File: src/rtl/proc_alu_issue_queue.sv
// Issue queue in front of the ALU wrapper: buffers {fn, in0, in1} requests in a FIFO
// and throttles issue so no more than MAX_INFLIGHT operations await a response.
module proc_alu_issue_queue #(
  parameter int DEPTH        = 4,
  parameter int MAX_INFLIGHT = 2
) (
  input  logic                     clk,
  input  logic                     reset,
  input  logic                     req_val,
  output logic                     req_rdy,
  input  logic [6:0]               req_fn,
  input  logic [31:0]              req_in0,
  input  logic [31:0]              req_in1,
  output logic                     alu_req_val,
  input  logic                     alu_req_rdy,
  output logic [70:0]              alu_req_msg,
  input  logic                     alu_resp_val,
  input  logic                     alu_resp_rdy,
  output logic [$clog2(DEPTH):0]   count,
  output logic [2:0]               inflight
);

  localparam int PTR_W = $clog2(DEPTH);
  localparam int CNT_W = PTR_W + 1;

  logic [70:0]      mem [DEPTH];
  logic [PTR_W-1:0] wr_ptr;
  logic [PTR_W-1:0] rd_ptr;
  logic             enq;
  logic             deq;
  logic             resp;

  // Ready depends only on registered occupancy, never on alu_req_rdy.
  assign req_rdy     = reset & (count != CNT_W'(DEPTH));
  assign alu_req_val = reset & (count != '0) & (inflight < 3'(MAX_INFLIGHT));
  assign alu_req_msg = mem[rd_ptr] & {71{alu_req_val}};

  assign enq  = req_val & req_rdy;
  assign deq  = alu_req_val & alu_req_rdy;
  assign resp = alu_resp_val & alu_resp_rdy;

  // Payload storage carries no reset; pointers alone define what is valid.
  always_ff @(posedge clk) begin
    if (enq) mem[wr_ptr] <= {req_fn, req_in0, req_in1};
  end

  always_ff @(posedge clk or negedge reset) begin
    if (!reset) begin
      wr_ptr   <= '0;
      rd_ptr   <= '0;
      count    <= '0;
      inflight <= '0;
    end else begin
      if (enq) wr_ptr <= wr_ptr + PTR_W'(1);
      if (deq) rd_ptr <= rd_ptr + PTR_W'(1);

      case ({enq, deq})
        2'b10:   count <= count + CNT_W'(1);
        2'b01:   count <= count - CNT_W'(1);
        default: count <= count;
      endcase

      // A response with nothing tracked (e.g. issued before a reset) is ignored.
      if (deq && !resp)
        inflight <= inflight + 3'd1;
      else if (resp && !deq && inflight != 3'd0)
        inflight <= inflight - 3'd1;
    end
  end

endmodule

File: config.mk
export PLATFORM = sky130hd
export DESIGN_NAME = proc_alu_issue_queue
export DESIGN_NICKNAME = d
export VERILOG_FILES = /design/src/rtl/proc_alu_issue_queue.sv
export SDC_FILE = /design/constraint.sdc
export NUM_CORES = 1
export LEC_CHECK = 0
export CAP_MARGIN = 15
export CORE_MARGIN = 5
export CORE_UTILIZATION = 48
export CTS_CLUSTER_SIZE = 28
export DETAILED_ROUTE_END_ITERATION = 8
export PLACE_DENSITY = 0.72
export REMOVE_ABC_BUFFERS = 1
export SETUP_SLACK_MARGIN = 0.1
export SLEW_MARGIN = 20
export SYNTH_ARGS = -nofsm -noshare
export SYNTH_HDL_FRONTEND = slang
export SYNTH_SLANG_ARGS = --single-unit
File: constraint.sdc
create_clock -name clk -period 3.38 [get_ports clk]
set_input_delay 0.507 -clock clk [delete_from_list [all_inputs] [get_ports clk]]
set_output_delay 0.507 -clock clk [all_outputs]
set_load 0.05 [all_outputs]
==> run metrics, run 1 <==
status=complete, no violations; Slew @ Worst Pin=521 ps; I/O pin count=156; Worst-path clk slew=around 60 ps; Detail Placement HPWL=13500 um; YS warnings=0; Min-Delay Path Class=in -> async; Crit. End Element=primary output; Root Buffer=clkbuf_16; grt ovf=0; Final Non-Filler Cells=about 1000; CTS tree=yes; hold_ws=approximately 300 ps; pwr/cell area=787 nW/um2; max_slew headroom=0.651; syn avg cell area=22.4 um2; PortBufs=155; Worst setup SP type=flop; Tot GR Track Use=0.163; Finished Core Util=0.646; Setup CP Type=reg -> out; CORE AREA=around 23000 um2; Sum Neg Setup Slack=0 ps; Layout area overhead=33.3%; initial detailed-routing violation count=282; required time worst endpoint=2870 ps; antenna violations before repair=2; maximum VDD drop=0.000585 V; Initial Util=0.485; post-route minimum period=~2700 ps; vias per cell=5.30; RSZ-0062 raised after global routing=no; Hold Fails Final Rpt=0; clk_lat worst skew=530 ps; Layout Skew=11.8 ps; post-synth cell types=26; Critical Path AT=around 2200 ps; first-pass GRT wire length=around 33000 um; number of synthesized register bits=294; fmax=366 MHz; Die Span Y=around 160 um; total iterations of the first detailed-routing run=4; Top FF cell, synth=edfxtp_1; post-CTS resize count=0; synthesized instance count=505; drt total wl=21400 um; Seq/Total Area, Yosys=0.776; Slew Limit Fails=0; leakage power=about 5 nW; leading area contributor after synthesis=edfxtp_1; number of synthesized flops with an enable pin=284; Max-Cap Viols=0; Via Count=5424; CTS max path bufs=3; layout cells sized above 1=0.301; setup violators final=0; nets@finish=766; worst-path fanout max=37; die area=approximately 27000 um2; die width=164 um; CTS Hold Bufs=0; clock sink count=between 200 and 300; wire per inst=20.9 um; Synth top area share=0.754; vias in the first global route=5930; antenna cells=0; Post-CTS Setup Inserts=0; FP Rows=56; global placer's final weighted congestion=0.780; Period Utilization, post-route=0.808; Antenna Nets Post-Route=0; top-count cell post-synth=edfxtp_1; TritonCTS Buffers=29; cell area after synthesis=~11000 um2; largest cells by area after synthesis=edfxtp_1 (75%), mux4_2 (14%), and2_1 (4.0%); largest net degree at the start of global routing=74; top cells by count, synth=edfxtp_1 (284), and2_1 (72), mux4_2 (71), clkbuf_1 (13); placed insts=between 900 and 1000; async set-reset flop share out of synthesis=0.0340; DRC Markers=0; htree depth=1
[stage by stage]
step / instance area (um2) / setup slack (ps) / power [mW]
global placement: 14100 / 661 / 8.81
CTS: 15100 / 592 / 12.0
finish: 15100 / 648 / 11.9
global route: 15100 / 535 / 12.4
detailed placement: 14100 / 537 / 8.90
floorplan: 11200 / -966 / 7.26
[cell families (layout without fill, tap and decap cells)]
logic type,after synthesis,count (layout),share of synthesized area
flip-flops,294,294,0.776
buffers and inverters,32,231,0.0117
AO/OA/AOI/OAI,4,4,0.00354
AND/OR/NAND/NOR,86,86,0.0488
multiplexers,74,74,0.145
XOR/XNOR,8,8,0.00619
adder cells (fa/ha/maj),7,7,0.00907
[worst max-delay path, stage by stage (launching register included)]
cell     delay (ps)
dfrtp_4         440
buf_12          300
mux4_2          570
and2_1          210
buf_12          150
[layer usage]
| layer | global-route usage | part of all wire | up-vias |
|---|---|---|---|
| met5 | 0 | 0.0013 | - |
| met4 | 0.0374 | 0.016 | 4 |
| met3 | 0.0328 | 0.055 | 32 |
| met2 | 0.281 | 0.51 | 150 |
| met1 | 0.217 | 0.41 | 2834 |
| li1 | - | - | 2404 |
[final timing paths]
check	start	endpoint	slack [ps]	cells past startpoint
worst max-delay path	rd_ptr[0]$_DFFE_PN0P_	alu_req_msg[40]	650	4
worst min register to register	count[0]$_DFFE_PN0P_	count[0]$_DFFE_PN0P_	550	1
worst min-delay path	reset	inflight[2]$_DFFE_PN0P_	300	2
worst max register to register	count[0]$_DFFE_PN0P_	count[2]$_DFFE_PN0P_	1100	10
max in group asynchronous	reset	rd_ptr[0]$_DFFE_PN0P_	2910	2
min in group clk	count[0]$_DFFE_PN0P_	count[0]$_DFFE_PN0P_	550	1
[flip-flops by register name, summed over array words and instances, names as in the netlist]
name,flops
rd_ptr,2
mem,284
wr_ptr,2
count,3
inflight,3
[final cells by class]
class	instances	area (um2)
Sequential cell	294	8790
Fill cell	1540	8250
Timing Repair Buffer	169	2500
Multi-Input combinational cell	179	2420
Clock buffer	32	737
Tap cell	319	399
Clock inverter	21	205
Inverter	9	33.8
[cells in the final DEF (no fill, tap or decap), types with 3 or more instances in the layout]
master and instances:
buf_12 82, nand2_1 4, clkbuf_1 3, buf_4 5, xor2_1 3, and2_1 72, inv_1 9, and3_4 4
clkdlybuf4s50_1 82, mux4_2 71, bufinv_16 4, ha_1 5, edfxtp_1 284, clkinvlp_4 4, clkinv_1 8, clkinv_2 5
xnor2_1 5, dfrtp_1 8, clkbuf_16 29
[where the power goes]
part | internal (mW) | total, mW | switching [mW]
clock | 1.87 | 3.13 | 1.26
combinational | 1.98 | 4.07 | 2.09
sequential | 4.46 | 4.66 | 0.203
No activity file was read; power rests on OpenSTA's default activity.
==> run 2, diff against run 1 <==
==> constraint.sdc (replaced) <==
create_clock -name clk -period 2.6 [get_ports clk]
set_input_delay 0.39 -clock clk [delete_from_list [all_inputs] [get_ports clk]]
set_output_delay 0.39 -clock clk [all_outputs]
set_load 0.05 [all_outputs]
==> run metrics, run 2 (synthesized netlist as in run 1, its figures left out) <==
clk_lat worst skew=520 ps (about the same); Final Non-Filler Cells=1047 (+2.3%); Root Buffer=clkbuf_16; Via Count=5511 (+1.6%); CP delay by family, top=multiplexers; Largest regs=mem: 284 flops, count: 3 flops, inflight: 3 flops; met1 Use GR=0.223 (+0.00654); grt ovf=0 (unchanged); htree depth=1 (unchanged); die width=164 um (unchanged); CTS max path bufs=3 (unchanged); RSZ-0062 raised after global routing=yes; post-route minimum period=2550 ps; Worst setup SP type=flop; fmax=392 MHz; setup violators final=0 (unchanged); CP most frequent cell=buf_12; vias per cell=5.26 (-0.73%); Crit. End Element=primary output; clock sink count=294 (unchanged); drt total wl=22700 um (+6.1%); I/O pin count=156 (unchanged); Die Span Y=164 um (unchanged); Worst-path clk slew=60 ps (about the same); Slew @ Worst Pin=502 ps (-18.8 ps); placed insts=977 (+0.72%); Layout fillers=1465 (-4.9%); wire per inst=21.7 um (+3.6%); PortBufs=155 (unchanged); nets@finish=792 (+3.4%); Layout Skew=6.86 ps (-4.94 ps); worst-path fanout max=7 (-81%); Tot GR Track Use=0.164 (+0.00158); routing usage on met3=0.0293 (-0.00353); Detail Placement HPWL=13500 um (-0.12%); largest net degree at the start of global routing=50 (-32%); Layout area overhead=38.7%; Antenna Nets Post-Route=0 (unchanged); Setup CP Type=reg -> out; max FFs per register=284 (unchanged); Finished Core Util=0.672 (+0.0258); Sum Neg Setup Slack=0 ps (unchanged); initial detailed-routing violation count=375 (+33%); Initial Util=0.485 (unchanged); pwr/cell area=1040 nW/um2 (+32%); Slew Limit Fails=0 (unchanged); TritonCTS Buffers=28 (-3.4%); antenna cells=0 (unchanged); commonest non-fill, non-tap cell in the layout=edfxtp_1; required time worst endpoint=2210 ps (-660 ps); worst path bufs/invs=3 (+1); Biggest register=mem; FP Rows=56 (unchanged); antenna violations before repair=1 (-1); max_slew headroom=0.664 (+0.0131); leakage power=5.34 nW (+6.3%); Critical Path AT=2160 ps (-70 ps); most frequent cells in the layout=edfxtp_1 (284), buf_12 (92), clkdlybuf4s50_1 (82), mux4_2 (71), and2_4 (70); first-pass GRT wire length=33800 um (+0.93%); maximum VDD drop=0.000945 V (+61%); slowest CP cell=mux4_2; crit-path max cell delay=530 ps (-40 ps); layout cells sized above 1=0.416 (+0.115); vias in the first global route=5931 (+0.017%); global placer's final weighted congestion=0.764 (-2.0%); CTS tree=yes; DRC Markers=0 (unchanged); status=complete, no violations; CORE AREA=23300 um2 (unchanged); met2 usage in global routing=0.284 (+0.00283); GR peak layer=met2; total iterations of the first detailed-routing run=4 (unchanged); Period Utilization, post-route=0.980; CP cell instances=buf_12, buf_12, mux4_2, and2_4, buf_12; Max-Cap Viols=0 (unchanged); Hold Fails Final Rpt=0 (unchanged); Post-DP Area=14300 um2 (+0.81%); die area=26700 um2 (unchanged); Min-Delay Path Class=in -> async; cell area after layout=15700 um2 (+4.0%)
[run 2: changes by cell type in the layout (fill, tap and decap cells not counted), moves of 2 or more]
cell	before	now
and2_1	72	2
and2_4	0	70
buf_12	82	92
buf_16	0	2
buf_4	5	9
buf_6	0	4
bufinv_16	4	2
clkbuf_1	3	9
clkbuf_16	29	34
clkinv_1	8	5
clkinvlp_4	4	1
[run 2: cell type report]
| class | instances | area (um2) | area share |
|---|---|---|---|
| clock buffer | 38 | 759 | 0.0484 |
| clock inverter | 12 | 106 | 0.00678 |
| timing repair buffer | 196 | 3000 | 0.191 |
| inverter | 9 | 33.8 | 0.00215 |
| tap | 319 | 399 | 0.0255 |
| multi-input combinational | 179 | 2590 | 0.165 |
| sequential | 294 | 8790 | 0.560 |
[run 2: worst register-to-register path: stages (launching register included)]
cell and delay [ps]:
dfrtp_1 480, and4bb_2 370, nand2_1 120, inv_1 90, ha_1 180, inv_1 70, fa_1 370, xor2_1 150
nor2_1 110, xor2_1 140
[run 2: per-layer routing]
| layer | routed length [um] | part of all wire |
|---|---|---|
| met2 | 11800 | 0.52 |
| met1 | 9200 | 0.40 |
| met4 | 304 | 0.013 |
| met5 | 13 | 0.00057 |
| met3 | 1400 | 0.062 |
[run 2: stage by stage]
stage,setup WS [ps],power [mW],hold slack [ps]
CTS,-12.6,16.1,208
detailed placement,122,11.7,518
finish,51.7,16.2,233
global placement,196,11.5,517
floorplan,-1630,9.43,94.4
global route,-9.46,16.9,236
[run 2: worst paths after layout]
path                                                 to  cells after the start                     from  slack, ps
worst max register to register     count[2]$_DFFE_PN0P_                      9  inflight[1]$_DFFE_PN0P_        440
worst min-delay path            inflight[2]$_DFFE_PN0P_                      2                    reset        230
worst max-delay path                    alu_req_msg[56]                      5    rd_ptr[0]$_DFFE_PN0P_         50
worst min register to register     count[0]$_DFFE_PN0P_                      1     count[0]$_DFFE_PN0P_        530
min in group clk                   mem[2][54]$_DFFE_PP_                      1              req_in0[22]        510
max in group asynchronous         rd_ptr[1]$_DFFE_PN0P_                      2                    reset       2200
[run 2: repair_timing]
action / 4_1_cts / 5_1_grt
hold buffers: 0 / 0
pin swaps: 0 / 2
gates resized for setup: 62 / 27
buffers inserted: 8 / 3
gates cloned: 3 / 7
setup endpoints to repair: 70 / 71
[run 2: power by group]
group          switching (mW)  leakage, nW  total (mW)  internal, mW
registers               0.226         2.69        6.02          5.80
logic                    3.05         2.23        6.42          3.38
clock network            1.57        0.420        3.80          2.23
total                    4.84         5.34        16.2          11.4
